[config.mk]
export PLATFORM = sky130hd
export DESIGN_NAME = oled_frame_sequencer
export DESIGN_NICKNAME = d
export VERILOG_FILES = /design/src/rtl/oled_frame_sequencer.sv
export SDC_FILE = /design/constraint.sdc
export NUM_CORES = 1
export LEC_CHECK = 0
export ABC_CLOCK_PERIOD_IN_PS = 4100
export CELL_PAD_IN_SITES_DETAIL_PLACEMENT = 2
export CELL_PAD_IN_SITES_GLOBAL_PLACEMENT = 2
export CORE_ASPECT_RATIO = 0.8
export CORE_MARGIN = 3
export CORE_UTILIZATION = 38
export CTS_BUF_LIST = sky130_fd_sc_hd__clkbuf_8
export DETAILED_ROUTE_END_ITERATION = 12
export GPL_TIMING_DRIVEN = 0
export PLACE_DENSITY_LB_ADDON = 0.1
export SYNTH_ARGS = -nofsm -noshare
export SYNTH_HDL_FRONTEND = slang
export SYNTH_SLANG_ARGS = --single-unit
[constraint.sdc]
create_clock -name clk -period 4.1 [get_ports clk]
set_clock_uncertainty 0.1 [all_clocks]
set_input_delay 0.615 -clock clk [delete_from_list [all_inputs] [get_ports clk]]
set_output_delay 0.615 -clock clk [all_outputs]
set_load 0.05 [all_outputs]
[src/rtl/oled_frame_sequencer.sv]
// SSD1306 OLED sequencer: panel reset pulse, init command stream, then one
// full-frame refresh per request, feeding bytes to the SPI shifter with D/C.
`timescale 1ns/1ps
module oled_frame_sequencer #(
    parameter int RES_LOW_CYCLES  = 270,
    parameter int RES_WAIT_CYCLES = 2700,
    parameter int FB_BYTES        = 1024
) (
    input  logic                        clk,
    input  logic                        reset_n,
    input  logic                        frame_req,
    output logic                        oled_res,
    output logic                        tx_valid,
    input  logic                        tx_ready,
    output logic [7:0]                  tx_data,
    output logic                        tx_dc,
    output logic                        fb_rd_en,
    output logic [$clog2(FB_BYTES)-1:0] fb_addr,
    input  logic [7:0]                  fb_data,
    output logic                        init_done,
    output logic                        busy,
    output logic                        frame_done,
    output logic [2:0]                  state_o
);

    localparam int WAIT_MAX = (RES_LOW_CYCLES > RES_WAIT_CYCLES) ? RES_LOW_CYCLES : RES_WAIT_CYCLES;
    localparam int WW       = $clog2(WAIT_MAX + 1);
    localparam int AW       = $clog2(FB_BYTES);

    localparam logic [WW-1:0] RES_LOW_LAST  = WW'(RES_LOW_CYCLES - 1);
    localparam logic [WW-1:0] RES_WAIT_LAST = WW'(RES_WAIT_CYCLES - 1);
    localparam logic [AW-1:0] FB_LAST       = AW'(FB_BYTES - 1);
    localparam logic [4:0]    INIT_LAST     = 5'd24;
    localparam logic [4:0]    ADDR_LAST     = 5'd5;

    typedef enum logic [2:0] {
        S_RES_LOW  = 3'd0,
        S_RES_WAIT = 3'd1,
        S_INIT     = 3'd2,
        S_IDLE     = 3'd3,
        S_ADDR     = 3'd4,
        S_PIXELS   = 3'd5
    } state_t;

    // Pixel sub-phase: read strobe, capture read data, hold byte until accepted
    typedef enum logic [1:0] {
        P_READ  = 2'd0,
        P_LATCH = 2'd1,
        P_SEND  = 2'd2
    } pix_t;

    function automatic logic [7:0] init_rom(input logic [4:0] idx);
        case (idx)
            5'd0:  init_rom = 8'hAE;
            5'd1:  init_rom = 8'hD5;
            5'd2:  init_rom = 8'h80;
            5'd3:  init_rom = 8'hA8;
            5'd4:  init_rom = 8'h3F;
            5'd5:  init_rom = 8'hD3;
            5'd6:  init_rom = 8'h00;
            5'd7:  init_rom = 8'h40;
            5'd8:  init_rom = 8'h8D;
            5'd9:  init_rom = 8'h14;
            5'd10: init_rom = 8'h20;
            5'd11: init_rom = 8'h00;
            5'd12: init_rom = 8'hA1;
            5'd13: init_rom = 8'hC8;
            5'd14: init_rom = 8'hDA;
            5'd15: init_rom = 8'h12;
            5'd16: init_rom = 8'h81;
            5'd17: init_rom = 8'hCF;
            5'd18: init_rom = 8'hD9;
            5'd19: init_rom = 8'hF1;
            5'd20: init_rom = 8'hDB;
            5'd21: init_rom = 8'h40;
            5'd22: init_rom = 8'hA4;
            5'd23: init_rom = 8'hA6;
            5'd24: init_rom = 8'hAF;
            default: init_rom = 8'h00;
        endcase
    endfunction

    // Column range 0..127, page range 0..7 before each frame
    function automatic logic [7:0] addr_cmd(input logic [2:0] idx);
        case (idx)
            3'd0: addr_cmd = 8'h21;
            3'd1: addr_cmd = 8'h00;
            3'd2: addr_cmd = 8'h7F;
            3'd3: addr_cmd = 8'h22;
            3'd4: addr_cmd = 8'h00;
            3'd5: addr_cmd = 8'h07;
            default: addr_cmd = 8'h00;
        endcase
    endfunction

    state_t          state_q, state_d;
    pix_t            pix_q, pix_d;
    logic [WW-1:0]   wait_q, wait_d;
    logic [4:0]      rom_idx_q, rom_idx_d;
    logic [4:0]      idx_nxt;
    logic [AW-1:0]   fb_addr_q, fb_addr_d;
    logic            oled_res_q, oled_res_d;
    logic            tx_valid_q, tx_valid_d;
    logic [7:0]      tx_data_q, tx_data_d;
    logic            tx_dc_q, tx_dc_d;
    logic            fb_rd_en_q, fb_rd_en_d;
    logic            init_done_q, init_done_d;
    logic            frame_done_q, frame_done_d;
    logic            pending_q, pending_d;
    logic            accept;

    assign accept = tx_valid_q & tx_ready;

    // State register and all registered outputs
    always_ff @(posedge clk or negedge reset_n) begin
        if (!reset_n) begin
            state_q      <= S_RES_LOW;
            pix_q        <= P_READ;
            wait_q       <= '0;
            rom_idx_q    <= '0;
            fb_addr_q    <= '0;
            oled_res_q   <= 1'b0;
            tx_valid_q   <= 1'b0;
            tx_data_q    <= 8'h00;
            tx_dc_q      <= 1'b0;
            fb_rd_en_q   <= 1'b0;
            init_done_q  <= 1'b0;
            frame_done_q <= 1'b0;
            pending_q    <= 1'b0;
        end else begin
            state_q      <= state_d;
            pix_q        <= pix_d;
            wait_q       <= wait_d;
            rom_idx_q    <= rom_idx_d;
            fb_addr_q    <= fb_addr_d;
            oled_res_q   <= oled_res_d;
            tx_valid_q   <= tx_valid_d;
            tx_data_q    <= tx_data_d;
            tx_dc_q      <= tx_dc_d;
            fb_rd_en_q   <= fb_rd_en_d;
            init_done_q  <= init_done_d;
            frame_done_q <= frame_done_d;
            pending_q    <= pending_d;
        end
    end

    // Next-state and output sequencing; a byte is held until tx_ready takes it
    always_comb begin
        state_d      = state_q;
        pix_d        = pix_q;
        wait_d       = wait_q;
        rom_idx_d    = rom_idx_q;
        fb_addr_d    = fb_addr_q;
        oled_res_d   = oled_res_q;
        tx_valid_d   = tx_valid_q;
        tx_data_d    = tx_data_q;
        tx_dc_d      = tx_dc_q;
        fb_rd_en_d   = 1'b0;
        init_done_d  = init_done_q;
        frame_done_d = 1'b0;
        pending_d    = pending_q;
        idx_nxt      = rom_idx_q + 5'd1;

        // Requests that arrive while busy are remembered (one deep)
        if (frame_req && (state_q != S_IDLE)) begin
            pending_d = 1'b1;
        end

        case (state_q)
            S_RES_LOW: begin
                if (wait_q == RES_LOW_LAST) begin
                    wait_d     = '0;
                    oled_res_d = 1'b1;
                    state_d    = S_RES_WAIT;
                end else begin
                    wait_d = wait_q + WW'(1);
                end
            end
            S_RES_WAIT: begin
                if (wait_q == RES_WAIT_LAST) begin
                    wait_d     = '0;
                    state_d    = S_INIT;
                    rom_idx_d  = '0;
                    tx_valid_d = 1'b1;
                    tx_data_d  = init_rom(5'd0);
                    tx_dc_d    = 1'b0;
                end else begin
                    wait_d = wait_q + WW'(1);
                end
            end
            S_INIT: begin
                if (accept) begin
                    if (rom_idx_q == INIT_LAST) begin
                        tx_valid_d  = 1'b0;
                        init_done_d = 1'b1;
                        state_d     = S_IDLE;
                    end else begin
                        rom_idx_d = idx_nxt;
                        tx_data_d = init_rom(idx_nxt);
                    end
                end
            end
            S_IDLE: begin
                if (frame_req || pending_q) begin
                    pending_d  = 1'b0;
                    state_d    = S_ADDR;
                    rom_idx_d  = '0;
                    tx_valid_d = 1'b1;
                    tx_data_d  = addr_cmd(3'd0);
                    tx_dc_d    = 1'b0;
                end
            end
            S_ADDR: begin
                if (accept) begin
                    if (rom_idx_q == ADDR_LAST) begin
                        tx_valid_d = 1'b0;
                        state_d    = S_PIXELS;
                        pix_d      = P_READ;
                        fb_rd_en_d = 1'b1;
                        fb_addr_d  = '0;
                    end else begin
                        rom_idx_d = idx_nxt;
                        tx_data_d = addr_cmd(idx_nxt[2:0]);
                    end
                end
            end
            S_PIXELS: begin
                case (pix_q)
                    P_READ: begin
                        pix_d = P_LATCH;
                    end
                    P_LATCH: begin
                        tx_data_d  = fb_data;
                        tx_dc_d    = 1'b1;
                        tx_valid_d = 1'b1;
                        pix_d      = P_SEND;
                    end
                    P_SEND: begin
                        if (accept) begin
                            tx_valid_d = 1'b0;
                            if (fb_addr_q == FB_LAST) begin
                                frame_done_d = 1'b1;
                                fb_addr_d    = '0;
                                pix_d        = P_READ;
                                state_d      = S_IDLE;
                            end else begin
                                fb_addr_d  = fb_addr_q + AW'(1);
                                fb_rd_en_d = 1'b1;
                                pix_d      = P_READ;
                            end
                        end
                    end
                    default: pix_d = P_READ;
                endcase
            end
            default: state_d = S_RES_LOW;
        endcase
    end

    assign oled_res   = oled_res_q;
    assign tx_valid   = tx_valid_q;
    assign tx_data    = tx_data_q;
    assign tx_dc      = tx_dc_q;
    assign fb_rd_en   = fb_rd_en_q;
    assign fb_addr    = fb_addr_q;
    assign init_done  = init_done_q;
    assign frame_done = frame_done_q;
    assign busy       = (state_q != S_IDLE);
    assign state_o    = state_q;

endmodule

==> results_dict.tcl <==
set metrics [dict create \
    yosys_most_used_dff "dfrtp_1" \
    num_vias 3420 \
    postCtsSetupBuffers 0 \
    syn_inst 408 \
    hold_path_class "in -> async" \
    status "finished clean" \
    syn-cell-area_mm2 0.00343 \
    vias_per_cell 6.02 \
    fmax_ghz 0.309 \
    cts_hold_buf 0 \
    wl_per_cell_um 21.8 \
    ys_seq_area_share_pct 34.3 \
    ant_nets 0 \
    avgSynthCellArea_um2 8.40 \
    synth_compound_gate_area_share_pct 23.8 \
    drc 0 \
    antenna_found_initial 0 \
    post_cts_resize_count 0 \
    die_h_um 90.9 \
    nNetsFinal 481 \
    endpoint_kind "flip-flop" \
    vdd_drop_max_mv 0.108 \
    die_x_um 112 \
    period_minus_slack_ns 3.24 \
    synth_edf_count 0 \
    grt_pass1_wl_um 20500 \
    core-area_mm2 0.00863 \
    dp.final_hpwl_um 9360 \
    leakagePower_nw 1.66 \
    drive_above_1_share_pct 8.33 \
    grt_use_total_pct 24.9 \
    cts.clk_slew.worst_paths_ns 0.10 \
    yosys.area_share.simple_pct 25.2 \
    ys.warnings.count 0 \
    synth.area.mux_share_pct 2.12 \
    syn-num-nets 434 \
    regArea_mm2 0.00118 \
    ff2ff_path_depth 11 \
    cts_root_buf "clkbuf_8" \
    rsz0062_at_grt "false" \
    final_util_pct 47.0 \
    dieArea_mm2 0.0102 \
    fill_cells 990 \
    row_count 30 \
    grt_max_degree 27 \
    synth_top_family_by_area "simple AND/OR/NAND/NOR gates" \
    hold_viol 0 \
    slew_viol_final 0 \
    path_class "reg -> reg" \
    overflow 0 \
    worst_pin_slew_ns 0.852 \
    yosys-top-cells-area "dfrtp_1, o21ai_0, ha_1" \
    netlist.area_leader.share_pct 34.3 \
    gp_congestion 0.842 \
    async_reset_ff_share_pct 100 \
    drt_iter0_drc 215 \
    powerDensity_mw_per_mm2 193 \
    yosysTopAreaCell "dfrtp_1" \
    diodes 0 \
    portBuffers 39 \
    start_kind "flip-flop" \
    maxSlewHeadroom_pct 42.8 \
    cts_buffers 5 \
    critPathMaxFanout 10 \
    fin_setup_tns_ns 0 \
    clk_latency_ns 0.31 \
    drtPass1Iterations 4 \
    worst_ep_arrival_time_ns 3.38 \
    cts_tree "built" \
    cts.sinks 47 \
    crit_required_ns 4.24 \
    yosys.area_share.xor_xnor_pct 4.34 \
    period_share_pct 79.0 \
    wirelength_um 12400 \
    area_growth_syn_to_layout_pct 18.4 \
    cts_buffer_depth 2 \
    finalSetupViolations 0 \
    htree_num_levels 2 \
    synth.distinct_cells 68 \
    grt_pass1_vias 3773 \
    drv_cap 0 \
    ys_seq_elements 47 \
    boundaryPins 40 \
    start_util_pct 39.7 \
    synthAdderAreaFrac_pct 5.11 \
    multi_input_area_mm2 0.00208 \
]
## metal layers
layer  up-vias  part of all wire [%]  global-route usage, %
met5         -                     0                      0
met4         0                   1.4                   7.01
met3        17                   4.7                   4.06
met2       100                    47                   40.4
met1      1727                    47                   34.5
li1       1576                     -                      -
## per-stage QoR
stage          cells  area (um^2)  total power [W]  hold slack [ns]  worst slack (ns)
5_1_grt          568         4060         0.000815            0.204             0.649
3_5_place_dp     560         3970         0.000497            0.357             0.847
2_1_floorplan    408         3430         0.000473            0.219              1.48
4_1_cts          568         4060         0.000794            0.204             0.816
6_report         568         4060         0.000782            0.185             0.860
3_3_place_gp     559         3960         0.000495            0.348             0.812
## cell families after synthesis
logic type / Yosys count
AND/OR/NAND/NOR: 160
multiplexers: 7
XOR/XNOR: 17
AO/OA/AOI/OAI: 124
adder cells (fa/ha/maj): 14
flip-flops: 47
buffers and inverters: 39
## where the power goes
group	switching (W)	internal (W)	leakage, nW
Combinational	0.0000130	0.0000107	0.994
Sequential	0.0000000000000000000117	0.000463	0.626
Clock	0.000178	0.000117	0.0453
Total	0.000191	0.000591	1.66
## worst max-delay path, cell delays in order, from the launching register on
cell      delay [ns]
dfrtp_1         0.42
clkbuf_1        0.37
inv_1           0.23
ha_1            0.24
buf_2           0.19
and4b_1         0.27
a22o_1          0.22
a211oi_2        0.24
nor3b_4         0.43
buf_4           0.25
nor2_1          0.05
a31oi_1         0.15
## state kept, by name, summed over array words and instances (netlist names), 2 cells and up
signal / count
wait_q: 12
fb_addr: 10
tx_data: 8
rom_idx_q: 5
state_o: 3
pix_q: 2
## worst paths after layout
| path | startpoint | slack (ns) | endpoint |
|---|---|---|---|
| max reg2reg | rom_idx_q[0]$_DFFE_PN0P_ | 0.86 | tx_data[5]$_DFFE_PN0P_ |
| max in group asynchronous | reset_n | 3.17 | tx_data[7]$_DFFE_PN0P_ |
| min in group clk | oled_res$_DFFE_PN0P_ | 0.38 | oled_res$_DFFE_PN0P_ |
| max | rom_idx_q[0]$_DFFE_PN0P_ | 0.86 | tx_data[5]$_DFFE_PN0P_ |
| min reg2reg | oled_res$_DFFE_PN0P_ | 0.38 | oled_res$_DFFE_PN0P_ |
| min | reset_n | 0.18 | wait_q[9]$_DFFE_PN0P_ |
## cells in the mapped netlist (3+ instances only)
library cell  instances
nand2_1              42
nand4_1               4
a2111oi_0             3
buf_2                11
o22ai_1               3
nor3b_2               3
o31ai_1               9
a211oi_1              5
a31oi_1               7
mux2i_1               5
ha_1                 14
nand2b_1              6
and3_1               10
clkbuf_1             11
nand3b_1              3
xor2_1               10
o21ai_0              36
a21o_1                3
xnor2_1               7
and2_1                3
dfrtp_1              47
o21ai_1               4
a21oi_1              26
nor2_1               38
nor2b_1               5
nand3_1              20
nor3_1                8
inv_1                11
buf_4                 4
## area by class of cell
| class | instances | area share [%] |
|---|---|---|
| Inverter | 13 | 1.20 |
| Tap cell | 112 | 3.45 |
| Sequential cell | 47 | 29.0 |
| Buffer | 26 | 3.11 |
| Multi-Input combinational cell | 322 | 51.2 |
| Clock inverter | 3 | 0.401 |
| Timing Repair Buffer | 40 | 9.99 |
| Clock buffer | 5 | 1.70 |
## placed cells by master (no fill, tap or decap), drive strengths merged, types with 16 or more instances in the layout
cell type / instances
dfrtp: 47
nand2: 42
o21ai: 40
nor2: 38
clkdlybuf4s50: 38
a21oi: 26
nand3: 20
buf: 17
clkbuf: 16
No activity file was read; power rests on OpenSTA's default activity.
